$ cat config.mk
export PLATFORM = sky130hd
export DESIGN_NAME = moore_1011
export DESIGN_NICKNAME = d
export VERILOG_FILES = /design/src/rtl/moore_1011.sv
export SDC_FILE = /design/constraint.sdc
export NUM_CORES = 1
export LEC_CHECK = 0
export CAP_MARGIN = 15
export CORE_AREA = 2 2 39 41
export DETAILED_ROUTE_END_ITERATION = 10
export DIE_AREA = 0 0 41 43
export PLACE_DENSITY_LB_ADDON = 0.3
export SYNTH_ARGS = -nofsm -noshare
export SYNTH_HDL_FRONTEND = slang
export SYNTH_SLANG_ARGS = --single-unit
$ cat constraint.sdc
create_clock -name clk -period 1.7 [get_ports clk]
set_clock_uncertainty 0.1 [all_clocks]
set_input_delay 0.34 -clock clk [delete_from_list [all_inputs] [get_ports clk]]
set_output_delay 0.34 -clock clk [all_outputs]
set_load 0.02 [all_outputs]
$ cat src/rtl/moore_1011.sv
// Moore detector for the serial pattern 1-0-1-1 with overlap.
// The match output is registered from the next-state decode, so it is high exactly while the FSM sits in S4.
module moore_1011 (
    input  logic clk,
    input  logic rstn,
    input  logic din,
    output logic dout_moore
);

    typedef enum logic [2:0] {
        S0 = 3'd0,
        S1 = 3'd1,
        S2 = 3'd2,
        S3 = 3'd3,
        S4 = 3'd4
    } state_t;

    state_t state_q;
    state_t state_d;

    // State register and registered match decode; reset discards any partial prefix
    always_ff @(posedge clk) begin
        if (!rstn) begin
            state_q    <= S0;
            dout_moore <= 1'b0;
        end else begin
            state_q    <= state_d;
            dout_moore <= (state_d == S4);
        end
    end

    // Next-state logic; S4 reuses its trailing 1 as the start of the next match
    always_comb begin
        state_d = S0;
        case (state_q)
            S0:      state_d = din ? S1 : S0;
            S1:      state_d = din ? S1 : S2;
            S2:      state_d = din ? S3 : S0;
            S3:      state_d = din ? S4 : S2;
            S4:      state_d = din ? S1 : S2;
            default: state_d = S0;
        endcase
    end

endmodule

## Yosys cells after proc, flatten, opt, wreduce, memory -nomap -nowiden

Index checks and enable logic that the tools add are counted.

- Flip-flop bits (word level): 4
- Input bits: 3
- Output and inout port bits: 1
- Word-level logic and storage cells: 14

- Equality and inequality tests: 5
- Multiplexer cells: 5
- Reduce and logical (&&, ||, !) cells: 2

Operators by type and width:

| operator | count |
|---|---|
| one-hot mux 3 bit (4 select lines) | 1 |
| == test 3 x 2 -> 1 bit, second input constant | 2 |
| == test 3 bit, second input constant | 2 |
| 2-to-1 mux 2 bit | 2 |
| == test 3 x 1 -> 1 bit, second input constant | 1 |
| zero test 3 bit | 1 |
| 2-to-1 mux 3 bit | 1 |
| OR reduction 2 bit | 1 |
| 2-to-1 mux 1 bit | 1 |

## Depth between registers and ports, before layout

- Depth in word-level cells: 4
- Gate-level depth with buffers: 2
- Depth with buffers taken out: 2

## Least setup slack after synthesis

Ideal clock, no wire load.

- Path kind: reg-to-reg
- Start: register state_q[2]
- End: register state_q[1]
- Library setup time: 0.120 ns
- Data arrival time: 0.740 ns
- Required time: 1.480 ns
- Setup slack: 0.740 ns
- Stages on the path, launching flop included: 3
- Buffers on the path: 0
- Period minus slack after synthesis: 0.960 ns
- Cells stage by stage: dfxtp_1 -> nor4b_1 -> o31a_1

- Cells in the longest elaborated chain, start to end: 3
- Elaborated cells between the ends (all ways): 7
- Classes of those cells: eq/ne (4); mux (1); reduce/logical (2)

Ends and longest elaborated chain:

| item | line | text |
|---|---|---|
| from (decl) | 18 | `state_t state_q;` |
| from (signal assigned) | 27 | `state_q <= state_d;` |
| == test 3 bit or == test 3 x 1 -> 1 bit (tied branches) | 35 | `case (state_q)` |
| OR reduction 2 bit (no source line) | -- |  |
| one-hot mux 3 bit (4 select lines) * | 35 |  |

Mark *: on every way between the ends. The rest lies on a longest branch, timed or not.
A chain may end at the register's enable or synchronous reset.

## Worst setup path after layout

- Start: register dout_moore
- End: output port dout_moore

RTL lines:

| item | line | text |
|---|---|---|
| from (decl) | 7 | `output logic dout_moore` |
| from (signal assigned) | 28 | `dout_moore <= (state_d == S4);` |

No word-level cell between the ends.

==> results.json <==
{
  "row_count": 14,
  "clock.fmax_mhz": 641,
  "dieArea_mm2": 0.00176,
  "period_share_pct": 91.7,
  "dp_cells": 33,
  "synthDistinctLibCells": 9,
  "top_usage_layer": "met3",
  "setup_viol": 0,
  "synthCells": 14,
  "cp_top_family": "buffers and inverters",
  "post_route_cells_drive_above_1_share_pct": 15.0,
  "grt_start_max_net_pins": 7,
  "setup_tns_ns": 0,
  "grt_pass1_wl_um": 400,
  "dr.pass1.iters": 1,
  "fill_cells": 155,
  "synth-warning-count": 0,
  "seq_area_um2": 80.1,
  "critPathMaxStageDelay_ns": 0.59,
  "startpoint_type": "flop",
  "port_buffers": 3,
  "slew_headroom_pct": 82.8,
  "chipHeight_um": 43,
  "ys_seq_elements": 4,
  "cp_num_buf_inv": 1,
  "postCtsHoldBufs": 0,
  "vias_per_cell": 3.25,
  "post-route-min-period_ns": 1.56,
  "mostFrequentLayoutCell": "dfxtp_1",
  "rsz0062_at_grt": "false",
  "pre_cts_ws_ns": 0.227,
  "synth_area_per_cell_um2": 10.5,
  "antenna_cells": 0,
  "hold_class": "flop to flop",
  "met2_usage_pct": 2.81,
  "clock_latency_ns": 0.23,
  "via_count": 117,
  "cp_cell_sequence": "clkdlybuf4s50_1",
  "vdd_drop_max_uv": 360,
  "multi_input_area_um2": 66.3,
  "grtUsageTotal_pct": 4.21,
  "grt_use_met3_pct": 7.85,
  "antenna_left": 0,
  "slowest_stage": "clkdlybuf4s50_1",
  "crit_start": "dout_moore",
  "crit_type": "flop to output port",
  "cts_tree": "yes",
  "hold_viol_final": 0,
  "postSynthNetCount": 17,
  "synthToLayoutAreaGrowth_pct": 49.6,
  "nets": 25,
  "die_w_um": 41,
  "clk_pin_slew_worst_paths_ns": 0.04,
  "r2r-start": "state_q[2]",
  "max_cap_violations": 0,
  "ys_seq_area_share_pct": 54.7,
  "grt_use_met1_pct": 4.79,
  "power_density_mw_per_mm2": 1050,
  "clock-sinks": 4,
  "drcViolationCount": 0,
  "cts_buffers": 3,
  "grt_remaining_overflow": 0,
  "gp_congestion": 0.525,
  "cp-end-kind": "output port",
  "netlist_area_um2": 146,
  "cts_buffer_depth": 2,
  "drtIter0Drc": 0,
  "cts_resized": 0,
  "crit_path_max_fanout": 1,
  "p_leak_uw": 0.0000740,
  "final_cell_mix": "dfxtp_1, clkbuf_4, clkdlybuf4s50_1",
  "outcome": "finished clean",
  "htree_levels": 1,
  "start_util_pct": 10.6,
  "cts_setup_buffers": 0,
  "final_cell_count_no_fill": 36,
  "antenna_found_initial": 0,
  "wirelength_um": 240,
  "placeableCoreArea_mm2": 0.00138,
  "drv_slew": 0,
  "crit_arrival_ns": 1.12,
  "cp.required_ns": 1.26,
  "grt_pass1_vias": 96,
  "wl_per_cell_um": 6.67,
  "worst_pin_slew_ns": 0.254,
  "io_pins": 4,
  "hp-start": "state_q[1]",
  "r2r_slack_ns": 0.70,
  "cts_root_buf": "clkbuf_4",
  "postLayoutSetupSlackWorst_ns": 0.140
}
-- kinds of logic (layout without fill, tap and decap cells) --
group,count (synthesis),in the layout,synth area share [%]
flops,4,4,54.7
simple gates,8,8,32.5
fa+ha+maj,1,1,6.84
buf+inv,0,6,0
compound gates,1,1,5.98
-- worst paths after layout --
check / end / cells past startpoint
setup / recovery: dout_moore / 1
hold reg to reg: state_q[2] / 2
hold / removal: state_q[2] / 2
setup reg to reg: state_q[1] / 2
-- synthesized netlist by cell type --
| master | count | area share, % |
|---|---|---|
| maj3_1 | 1 | 6.8 |
| dfxtp_1 | 4 | 55 |
| nor4bb_1 | 1 | 6.8 |
| nor4b_1 | 1 | 6.0 |
| nor3_1 | 2 | 6.8 |
| o31a_1 | 1 | 6.0 |
| nor3b_1 | 1 | 5.1 |
| nor2_1 | 1 | 2.6 |
| nand2_1 | 2 | 5.1 |
-- sequential cells by signal (all words and copies together), names as in the netlist --
signal      count
state_q         3
dout_moore      1
-- stage by stage --
step | util (%) | hold WS, ns | instance area, um^2 | total power (uW)
floorplan | - | 0.362 | 146 | 105
global placement | 14.2 | 0.377 | 196 | 111
detailed placement | 14.2 | 0.382 | 196 | 112
CTS | 15.8 | 0.388 | 219 | 239
global route | 15.8 | 0.427 | 219 | 246
finish | 15.8 | 0.386 | 219 | 230
-- where the power goes --
group | switching (uW) | internal, uW | total [uW]
sequential | 2.42 | 96.8 | 99.2
clock | 40.5 | 79.1 | 120
combinational | 3.75 | 7.11 | 10.9
-- layer usage --
metal / wire length [um] / part of all wire, %
met3: 37 / 15
met5: 0 / 0
met4: 0 / 0
met2: 72 / 30
met1: 130 / 54
-- area by class of cell --
type | instances | share of cell area [%]
Timing Repair Buffer | 3 | 13.7
Multi-Input combinational cell | 10 | 30.3
Clock buffer | 3 | 10.3
Tap cell | 16 | 9.14
Sequential cell | 4 | 36.6
No activity file was read; power rests on OpenSTA's default activity.
